--- config.mk ---
export PLATFORM = sky130hd
export DESIGN_NAME = ex_div_sequencer
export DESIGN_NICKNAME = d
export VERILOG_FILES = /design/src/rtl/ex_div_sequencer.sv
export SDC_FILE = /design/constraint.sdc
export NUM_CORES = 1
export LEC_CHECK = 0
export CAP_MARGIN = 20
export CORE_MARGIN = 8
export CORE_UTILIZATION = 45
export CTS_CLUSTER_DIAMETER = 50
export CTS_CLUSTER_SIZE = 30
export DETAILED_ROUTE_END_ITERATION = 10
export PLACE_DENSITY = 0.65
export REMOVE_ABC_BUFFERS = 1
export SLEW_MARGIN = 15
export SYNTH_ARGS = -nofsm -noshare
export SYNTH_HDL_FRONTEND = slang
export SYNTH_SLANG_ARGS = --single-unit
--- constraint.sdc ---
create_clock -name s_clk_i -period 8 [get_ports s_clk_i]
set_input_delay 1.6 -clock s_clk_i [delete_from_list [all_inputs] [get_ports s_clk_i]]
set_output_delay 1.6 -clock s_clk_i [all_outputs]
set_load 0.01 [all_outputs]
--- src/rtl/ex_div_sequencer.sv ---
// Purpose : multi-cycle restoring divider and sequencer for EX-stage DIV/DIVU/REM/REMU.
// Latency : W/BPC+2 cycles from the first s_start_i cycle to s_finished_o (1 cycle for
//           divide-by-zero and signed overflow).
// Backpressure: s_stall_i holds the result in DONE; it has no effect while iterating.
//           s_flush_i aborts the operation from any state.
//
// Ports:
//   s_clk_i       clock
//   s_rst_i       synchronous reset, active-high
//   s_start_i     EX holds a divide op (level)
//   s_func_i      00 DIV, 01 DIVU, 10 REM, 11 REMU
//   s_operand1_i  dividend
//   s_operand2_i  divisor
//   s_stall_i     MA-stage stall; the result must stay in EX
//   s_flush_i     pipeline flush; abort the current op
//   s_busy_o      FSM not IDLE
//   s_finished_o  result valid this cycle (high only in DONE)
//   s_result_o    quotient or remainder, stable while s_finished_o=1
module ex_div_sequencer #(
  parameter int W   = 32,
  parameter int BPC = 1
) (
  input  logic         s_clk_i,
  input  logic         s_rst_i,
  input  logic         s_start_i,
  input  logic [1:0]   s_func_i,
  input  logic [W-1:0] s_operand1_i,
  input  logic [W-1:0] s_operand2_i,
  input  logic         s_stall_i,
  input  logic         s_flush_i,
  output logic         s_busy_o,
  output logic         s_finished_o,
  output logic [W-1:0] s_result_o
);

  localparam int STEPS = W / BPC;
  localparam int CW    = (STEPS > 1) ? $clog2(STEPS) : 1;
  localparam logic [CW-1:0] CNT_INIT = CW'(STEPS - 1);
  localparam logic [W-1:0]  MIN_NEG  = {1'b1, {(W-1){1'b0}}};

  typedef enum logic [1:0] {
    ST_IDLE  = 2'd0,
    ST_CALC  = 2'd1,
    ST_FIXUP = 2'd2,
    ST_DONE  = 2'd3
  } state_e;

  state_e         state_q,    state_d;
  logic           is_rem_q,   is_rem_d;
  logic           quot_neg_q, quot_neg_d;
  logic           rem_neg_q,  rem_neg_d;
  // dvd_q starts as |dividend| and is shifted left each step; the quotient
  // bits enter at the LSB, so after the last step it holds |quotient|.
  logic [W-1:0]   dvd_q,      dvd_d;
  logic [W-1:0]   dvs_q,      dvs_d;
  logic [W-1:0]   acc_q,      acc_d;
  logic [CW-1:0]  cnt_q,      cnt_d;
  logic [W-1:0]   result_q,   result_d;

  // Operand decode for the start cycle.
  logic           op_signed;
  logic           op1_neg;
  logic           op2_neg;
  logic [W-1:0]   op1_abs;
  logic [W-1:0]   op2_abs;
  logic           div_zero;
  logic           signed_ovf;

  always_comb begin
    op_signed  = ~s_func_i[0];
    op1_neg    = op_signed & s_operand1_i[W-1];
    op2_neg    = op_signed & s_operand2_i[W-1];
    op1_abs    = op1_neg ? (-s_operand1_i) : s_operand1_i;
    op2_abs    = op2_neg ? (-s_operand2_i) : s_operand2_i;
    div_zero   = (s_operand2_i == '0);
    // Most-negative / -1 would overflow the quotient; answer it directly.
    signed_ovf = op_signed && (s_operand1_i == MIN_NEG) && (s_operand2_i == '1);
  end

  // BPC restoring steps per cycle. The partial remainder is compared and
  // subtracted in W+1 bits; the stored remainder always fits in W bits because
  // it is strictly smaller than the divisor after every step.
  logic [W-1:0]   step_acc;
  logic [W-1:0]   step_dvd;
  logic [W:0]     trial;
  logic           qbit;

  always_comb begin
    step_acc = acc_q;
    step_dvd = dvd_q;
    trial    = '0;
    qbit     = 1'b0;
    for (int b = 0; b < BPC; b++) begin
      trial = {step_acc, step_dvd[W-1]};
      if (trial >= {1'b0, dvs_q}) begin
        trial = trial - {1'b0, dvs_q};
        qbit  = 1'b1;
      end else begin
        qbit  = 1'b0;
      end
      step_acc = trial[W-1:0];
      step_dvd = {step_dvd[W-2:0], qbit};
    end
  end

  // Next-state and datapath control.
  always_comb begin
    state_d    = state_q;
    is_rem_d   = is_rem_q;
    quot_neg_d = quot_neg_q;
    rem_neg_d  = rem_neg_q;
    dvd_d      = dvd_q;
    dvs_d      = dvs_q;
    acc_d      = acc_q;
    cnt_d      = cnt_q;
    result_d   = result_q;

    if (s_flush_i) begin
      // Abort; a start request in the same cycle is dropped and the last
      // result is left untouched.
      state_d = ST_IDLE;
    end else begin
      unique case (state_q)
        ST_IDLE: begin
          if (s_start_i) begin
            is_rem_d   = s_func_i[1];
            quot_neg_d = op1_neg ^ op2_neg;
            rem_neg_d  = op1_neg;
            dvd_d      = op1_abs;
            dvs_d      = op2_abs;
            acc_d      = '0;
            cnt_d      = CNT_INIT;
            if (div_zero) begin
              // Remainder is the raw dividend, not its magnitude.
              result_d = s_func_i[1] ? s_operand1_i : '1;
              state_d  = ST_DONE;
            end else if (signed_ovf) begin
              result_d = s_func_i[1] ? '0 : MIN_NEG;
              state_d  = ST_DONE;
            end else begin
              state_d  = ST_CALC;
            end
          end
        end

        ST_CALC: begin
          acc_d = step_acc;
          dvd_d = step_dvd;
          if (cnt_q == '0) begin
            state_d = ST_FIXUP;
          end else begin
            cnt_d = cnt_q - CW'(1);
          end
        end

        ST_FIXUP: begin
          if (is_rem_q) begin
            result_d = rem_neg_q ? (-acc_q) : acc_q;
          end else begin
            result_d = quot_neg_q ? (-dvd_q) : dvd_q;
          end
          state_d = ST_DONE;
        end

        ST_DONE: begin
          // The instruction leaves EX only when MA accepts it. A start level
          // seen here belongs to the op being retired, so it is ignored.
          if (!s_stall_i) begin
            state_d = ST_IDLE;
          end
        end

        default: state_d = ST_IDLE;
      endcase
    end
  end

  always_ff @(posedge s_clk_i) begin
    if (s_rst_i) begin
      state_q    <= ST_IDLE;
      is_rem_q   <= 1'b0;
      quot_neg_q <= 1'b0;
      rem_neg_q  <= 1'b0;
      dvd_q      <= '0;
      dvs_q      <= '0;
      acc_q      <= '0;
      cnt_q      <= '0;
      result_q   <= '0;
    end else begin
      state_q    <= state_d;
      is_rem_q   <= is_rem_d;
      quot_neg_q <= quot_neg_d;
      rem_neg_q  <= rem_neg_d;
      dvd_q      <= dvd_d;
      dvs_q      <= dvs_d;
      acc_q      <= acc_d;
      cnt_q      <= cnt_d;
      result_q   <= result_d;
    end
  end

  assign s_busy_o     = (state_q != ST_IDLE);
  assign s_finished_o = (state_q == ST_DONE);
  assign s_result_o   = result_q;

endmodule

Word-level counts from Yosys, hierarchy flattened
Cells that the tools add are included.

Add/subtract/negate cells: 6. Multiply operators: 0. Div/mod/pow operators: 0. Magnitude comparators: 1. Equality and inequality tests: 10. Shift operators: 0. Multiplexer cells: 26. Bitwise logic cells: 5. Reductions and logical operators: 14.

Operators by type and width (count): $mux 32 (13); $pmux 32 s2 (3); $neg 32->32 (4); $eq 32x32->1 const B (2); $ge 33x32->1 (1); $logic_not 32->1 (1); $sub 32x32->32 (1); $mux 2 (5); $mux 5 (2); $pmux 5 s2 (1); $reduce_and 3->1 (3); $ne 2x2->1 const B (4); $pmux 2 s4 (1); $reduce_and 4->1 (2); $reduce_bool 2->1 (3); $logic_not 5->1 (1); $sub 5x1->5 const B (1); $eq 2x2->1 const B (2); $ne 3x3->1 const B (1); $and 1x1->1 (2); $eq 2x1->1 const B (1); $logic_and 1x1->1 (2); $logic_not 2->1 (1); $not 1->1 (2); 3 further kinds (3).

Register bits after elaboration: 138. Latch bits: 0. Bits in writable memories: 0. ROM bits: 0. Input bits: 71. Output and inout port bits: 34. Word-level logic and storage cells: 71. Memories kept: 0.

Longest topological paths before layout
Gate-level depths: netlist of run 1.

Word-level depth: 7. Mapped depth: 12. Gate-level depth less buffers: 12.

Least setup slack after synthesis of run 1
OpenSTA, ideal clock, no wires.

Kind: input to register. Start point: input s_operand1_i[4]. End point: register result_q[20], in the netlist s_result_o[20]. Arrival: 3.668 ns. Data required time: 7.872 ns. Path slack: 4.205 ns. Stages on the path: 10. Buffers on the path: 2. Cell sequence: nor4_1 -> and3_1 -> nand4_1 -> o21ai_0 -> a21o_1 -> buf_2 -> clkbuf_1 -> o211ai_1 -> o22ai_1 -> nor2_1.

Longest elaborated chain between the ends: 5.

RTL lines: from (decl) (line 27) `input logic [W-1:0] s_operand1_i,`; $eq 32x32->1 (line 77) `signed_ovf = op_signed && (s_operand1_i == MIN_NEG) && (s_operand2_i == '1);`; $logic_and 1x1->1 (2 in series) (line 77); $ne 3x3->1 (no line); $reduce_and 4->1 (no line); to (signal assigned) (line 198) `result_q <= result_d;`; to (decl) (line 58) `logic [W-1:0] result_q, result_d;`.

Every way passes these cells. A chain may end at the register's enable or synchronous reset.

Worst setup path after layout of run 1
Start point: input s_operand2_i[2]. End point: register result_q[30], in the netlist s_result_o[30].

Longest elaborated chain between the ends: 4. Elaborated cells between the ends (all ways): 8. Classes of those cells: eq/ne (2); mux (3); reduce/logical (3).

RTL lines: from (decl) (line 28) `input logic [W-1:0] s_operand2_i,`; $eq 32x32->1 / $logic_not 32->1 (equally long branches) (line 77, 75); $logic_and 1x1->1 / $mux 32 (equally long branches) (line 77, 133); $ne 3x3->1 (no line) / $mux 32 (equally long branches); $reduce_and 4->1 (no line) / $pmux 32 s2 (equally long branches).

Several ways; a longest one is shown, not always the timed one. The select of a mux whose other input is x is not followed.

==> impl_metrics.yaml, run 1 <==
status:
  outcome: "completed"
sta:
  period_share: 0.668
  tns_ns: 0
  hold_ws_ns: 0.456
  skew_ns: 0.0103
  finalHoldViolCount: 0
  rsz0062_at_grt: "no"
  max_slew_margin: 0.281
  tightest_slew_ns: 1.08
  finalMaxSlewViolations: 0
  setup_viol: 0
  period_needed_ns: 5.34
  max_freq_mhz: 187
grt:
  antenna_found_initial: 0
  grt_pass1_wl_um: 54700
  grt_usage: 0.238
  grt_pass1_vias: 9872
  overflow: 0
  grt_start_max_net_pins: 67
logic_synthesis:
  yosysTopAreaCellShare: 0.261
  synth.most_common_cell: "nand2_1"
  synth_seq_cells: 138
  ys.flop_type: "dfxtp_1"
  synth_edf_count: 0
  synth_area_per_cell_um2: 7.39
  netlist_instances: 1430
  synth_area_leader_cell: "dfxtp_1"
  yosys_warnings: 0
  async_flop_share: 0
  netlist_top_cells_area: "dfxtp_1 26%, o21ai_0 6.3%, xnor2_1 6.2%"
  netlist_area_um2: 10600
  yosysSeqAreaShare: 0.261
  yosys-top-cells-count: "159 x nand2_1, 138 x dfxtp_1, 133 x o21ai_0, 127 x nor2_1, 100 x a21oi_1"
  synth_cell_types: 66
routing:
  avgRoutedWirePerCell_um: 19.2
  routed_via_density: 5.93
  drcViolationCount: 0
  drt_wl_total_um: 34600
  dr.pass1.iters: 8
  first_iter_violations: 876
  ant_nets: 0
  vias: 10700
worst_setup_path:
  crit_path_max_fanout: 28
  cp-start-kind: "primary input"
  crit_cells: 10
  crit_path_max_incr_delay_ns: 0.75
  cp_common_cell: "a21o_1"
  path_delay_family: "simple AND/OR/NAND/NOR gates"
  slowest_stage: "nor4_1"
  path_cells: "clkdlybuf4s50_1 > nor4_1 > and3_1 > nand4_1 > o21ai_0 > a21o_1 > buf_4 > o211ai_1 > a21o_1 > o41ai_1"
  critPathCaptureType: "flip-flop"
  rrSetupSlack_ns: 3.90
  r2r_start: "acc_q[7]$_SDFFE_PP0P_"
  required_ns: 8.32
  critical_path_class: "in -> reg"
  crit_buf_inv: 2
  r2r-end: "acc_q[31]$_SDFFE_PP0P_"
  r2r_cells: 9
  crit_arrival_ns: 5.66
final_layout:
  fillCellCount: 2318
  fin_util: 0.531
  diodes: 0
  fin_nets: 1588
  area_growth_pct: 16.8
  layout-drive-gt1-share: 0.0444
  stdcell_area_um2: 12300
min_path:
  min-delay-start: "dvs_q[31]$_SDFFE_PP0P_"
  hold_depth: 2
  hp-class: "reg -> reg"
  worstHoldEndpoint: "dvs_q[31]$_SDFFE_PP0P_"
floorplanning:
  start_util: 0.454
  dieArea_um2: 28600
  die_h_um: 169
  num_io_pins: 105
  core_um2: 23300
  fp.dieW_um: 169
  rows: 56
clock_tree:
  ctsLongestPathBuffers: 2
  cts.sinks: 138
  clk_latency_ns: 0.43
  root_buffer: "clkbuf_16"
  postCtsHoldBufs: 0
  ctsResizeCount: 0
  cts.htree.levels: 4
  cts_setup_buffers: 0
  cts_tree: "yes"
  clk_pin_slew_ns: 0.07
  cts_buffers: 17
placement:
  place_area_um2: 11800
  place_congestion: 0.931
  dpl.hpwl_um: 25800
  numPortBuffers: 104
power:
  ir_drop_uv: 126
  total_power_uw: 1990
  power.leakage_uw: 0.00443
  power.density_nw_per_um2: 161
run:
  drv_cap: 0
cell families (layout without fill, tap and decap cells):
family | Yosys count | after routing | synth area share
AOI/OAI and AO/OA | 474 | 474 | 0.289
and+or+nand+nor | 450 | 450 | 0.197
buffers and inverters | 156 | 212 | 0.0569
xor gates and xnor gates | 144 | 144 | 0.119
DFF | 138 | 138 | 0.261
adders and majority gates | 44 | 44 | 0.0528
muxes | 24 | 24 | 0.0228
placed cells by master, fill, tap and decap left out, types with 43 or more instances in the layout:
cell,synthesis,final
nand2_1,159,159
dfxtp_1,138,138
o21ai_0,133,133
nor2_1,127,124
clkdlybuf4s50_1,0,103
a21oi_1,100,99
xnor2_1,75,75
xor2_1,69,69
inv_1,59,59
a211oi_1,46,46
ha_1,43,43
worst max path at each step:
stage	from	slack, ns	end
after floorplan	s_start_i	2.82	s_result_o[2]$_SDFFE_PP0P_
after global placement	s_operand2_i[21]	2.39	s_result_o[2]$_SDFFE_PP0P_
after detailed placement	s_operand2_i[2]	2.27	s_result_o[30]$_SDFFE_PP0P_
after CTS	s_operand2_i[2]	2.71	s_result_o[30]$_SDFFE_PP0P_
after global routing	s_operand2_i[2]	2.40	s_result_o[30]$_SDFFE_PP0P_
final	s_operand2_i[2]	2.66	s_result_o[30]$_SDFFE_PP0P_
stage by stage:
| step | setup WS [ns] | std cells |
|---|---|---|
| 2_1_floorplan | 2.82 | 1334 |
| 3_3_place_gp | 2.39 | 1773 |
| 3_5_place_dp | 2.27 | 1773 |
| 4_1_cts | 2.71 | 1805 |
| 5_1_grt | 2.40 | 1805 |
| 6_report | 2.66 | 1805 |
layout make-up:
cell class | instances | area, um2 | share of cell area
Sequential cell | 138 | 2760 | 0.224
Clock buffer | 17 | 425 | 0.0345
Inverter | 60 | 225 | 0.0182
Tap cell | 319 | 399 | 0.0323
Clock inverter | 15 | 146 | 0.0119
Timing Repair Buffer | 120 | 1160 | 0.0937
Multi-Input combinational cell | 1136 | 7230 | 0.586
state kept, by name (all words and copies together) (netlist names):
register / count
dvs_q: 32
cnt_q: 5
quot_neg_q: 1
state_q: 2
acc_q: 32
s_result_o: 32
rem_neg_q: 1
is_rem_q: 1
dvd_q: 32
power breakdown:
part	internal [uW]	leakage [uW]	switching (uW)
clock network	416	0.000282	374
registers	716	0.00112	32.8
logic	178	0.00302	272
tightest hold or removal path: cells and delay by family, from the launching register on:
kind,cells,cell delay (ns)
AOI/OAI and AO/OA,1,0.05
DFF,1,0.31
and+or+nand+nor,1,0.05
layer usage:
layer	share of wire	wire length, um	vias up	track usage
li1	-	-	5298	-
met5	0	0	-	0
met3	0.064	2230	44	0.0368
met4	0.022	748	0	0.0727
met1	0.47	16300	4999	0.338
met2	0.44	15300	361	0.362
Power figures use the tool's default switching activity.
==> run 2: changes to the inputs <==
--- a/config.mk
+++ b/config.mk
@@ -11,7 +11,7 @@
 export CTS_CLUSTER_DIAMETER = 50
 export CTS_CLUSTER_SIZE = 30
 export DETAILED_ROUTE_END_ITERATION = 10
-export PLACE_DENSITY = 0.65
+export PLACE_DENSITY = 0.68
 export REMOVE_ABC_BUFFERS = 1
 export SLEW_MARGIN = 15
 export SYNTH_ARGS = -nofsm -noshare
==> constraint.sdc (replaced) <==
create_clock -name s_clk_i -period 4.4 [get_ports s_clk_i]
set_input_delay 0.88 -clock s_clk_i [delete_from_list [all_inputs] [get_ports s_clk_i]]
set_output_delay 0.88 -clock s_clk_i [all_outputs]
set_load 0.01 [all_outputs]
==> run 2 against run 1 <==
Effect of this change: hold slack gained 0.0074 ns; non-clock buffer count grew 21; critical path depth shrank 1; routed wire length shrank 0.62%; first-iteration DRC count grew 12%; combinational power grew 82%.
==> impl_metrics.yaml, run 2 (same netlist as run 1, synthesis figures left out) <==
clock_tree:
  cts_tree: "yes"
  ctsResizeCount: 0
  postCtsHoldBufs: 0
  clk_pin_slew_ns: 0.06
  cts_buffers: 17
  cts.htree.levels: 4
  root_buffer: "clkbuf_16"
  ctsLongestPathBuffers: 2
  clk_latency_ns: 0.43
  cts.sinks: 138
  cts_setup_buffers: 0
routing:
  ant_nets: 0
  first_iter_violations: 983
  routed_via_density: 6.03
  drt_wl_total_um: 34400
  drcViolationCount: 0
  vias: 11000
  dr.pass1.iters: 6
  avgRoutedWirePerCell_um: 18.8
sta:
  setup_viol: 0
  fin_ws_ns: 0.634
  skew_ns: 0.0102
  max_freq_mhz: 266
  max_slew_margin: 0.295
  finalMaxSlewViolations: 0
  period_needed_ns: 3.77
  tns_ns: 0
  period_share: 0.856
  rsz0062_at_grt: "no"
  tightest_slew_ns: 1.06
  finalHoldViolCount: 0
worst_setup_path:
  endpoint: "acc_q[31]$_SDFFE_PP0P_"
  r2r_start: "acc_q[8]$_SDFFE_PP0P_"
  critPathCaptureType: "flip-flop"
  crit_path_max_fanout: 12
  crit_arrival_ns: 4.11
  required_ns: 4.74
  r2r-end: "acc_q[31]$_SDFFE_PP0P_"
  cp-start-kind: "flip-flop"
  r2r_cells: 9
  critical_path_class: "reg -> reg"
  rrSetupSlack_ns: 0.63
  crit_start: "acc_q[8]$_SDFFE_PP0P_"
final_layout:
  fillCellCount: 2294
  fin_nets: 1609
  stdcell_count: 1826
  layout-drive-gt1-share: 0.0571
  final_common_cell: "nand2_1"
  area_growth_pct: 18.6
  final_cell_mix: "159 x nand2_1, 137 x dfxtp_1, 133 x o21ai_0"
  stdcell_area_um2: 12500
  seqCellArea_um2: 2760
  diodes: 0
  multi_input_area_um2: 7220
grt:
  grt_pass1_vias: 10400
  antenna_found_initial: 0
  grt_usage: 0.239
  grt_pass1_wl_um: 55700
  grt_start_max_net_pins: 92
  overflow: 0
placement:
  dp_cells: 1794
  pre_cts_ws_ns: 0.303
  dpl.hpwl_um: 26200
  place_area_um2: 11900
  place_congestion: 0.916
  numPortBuffers: 104
floorplanning:
  core_um2: 23300
  rows: 56
  die_h_um: 169
  fp.dieW_um: 169
  start_util: 0.454
  num_io_pins: 105
  dieArea_um2: 28600
power:
  power.density_nw_per_um2: 296
  power.leakage_uw: 0.00454
  total_power_uw: 3710
  ir_drop_uv: 241
min_path:
  hold_depth: 2
  hp-class: "reg -> reg"
  min-delay-start: "dvs_q[15]$_SDFFE_PP0P_"
status:
  outcome: "completed"
run:
  drv_cap: 0
-- run 2: changes by cell type in the layout (fill, tap and decap cells not counted), sizes merged --
cell      previous run  this run
buf                 17        38
bufinv               0         3
clkbuf              17        18
clkinv               3         4
clkinvlp             1         2
inv                 71        65
-- run 2: cell type report --
class,instances,area share
Multi-Input combinational cell,1136,0.576
Sequential cell,138,0.220
Timing Repair Buffer,141,0.105
Clock buffer,18,0.0342
Tap cell,319,0.0318
Inverter,60,0.0180
Clock inverter,14,0.0149
-- run 2: worst min path at each step --
stage,end,slack [ns]
5_1_grt,dvs_q[31]$_SDFFE_PP0P_,0.48
3_5_place_dp,dvs_q[31]$_SDFFE_PP0P_,0.45
6_report,dvs_q[15]$_SDFFE_PP0P_,0.46
3_3_place_gp,dvs_q[15]$_SDFFE_PP0P_,0.44
4_1_cts,dvs_q[31]$_SDFFE_PP0P_,0.46
2_1_floorplan,dvs_q[15]$_SDFFE_PP0P_,0.43
-- run 2: worst max-delay path, cell delays in order, from the launching register on --
cell and delay [ns]:
dfxtp_1 0.39, ha_1 0.40, and4_1 0.27, and4_1 0.19
o21ai_0 0.27, a31oi_1 0.35, o21ai_0 0.26, a21oi_2 0.76
nand2_1 0.46, o31ai_1 0.32
-- run 2: metrics by stage --
stage                      util  hold slack, ns
after floorplan               -           0.426
final                     0.539           0.464
after CTS                 0.539           0.462
after global routing      0.539           0.484
after detailed placement  0.512           0.453
after global placement    0.512           0.444
-- run 2: layer usage --
metal  GRT usage  wire length (um)  part of all wire  vias to the layer above
li1            -                 -                 -                     5327
met1       0.319             15300              0.44                     5201
met4      0.0720               738             0.021                        0
met5           0                 0                 0                        -
met3      0.0437              2650             0.077                       56
met2       0.386             15800              0.46                      428
-- run 2: power breakdown --
group | internal [uW] | switching (uW)
Sequential | 1300 | 61.7
Combinational | 329 | 492
Clock | 907 | 619
Total | 2540 | 1170
==> run 3: changes to the inputs <==
--- a/config.mk
+++ b/config.mk
@@ -5,6 +5,7 @@
 export SDC_FILE = /design/constraint.sdc
 export NUM_CORES = 1
 export LEC_CHECK = 0
+export ABC_CLOCK_PERIOD_IN_PS = 4400
 export CAP_MARGIN = 20
 export CORE_MARGIN = 8
 export CORE_UTILIZATION = 45
==> results of run 3 <==
Same layout as run 2: the final DEF is identical, and so are final timing and power.
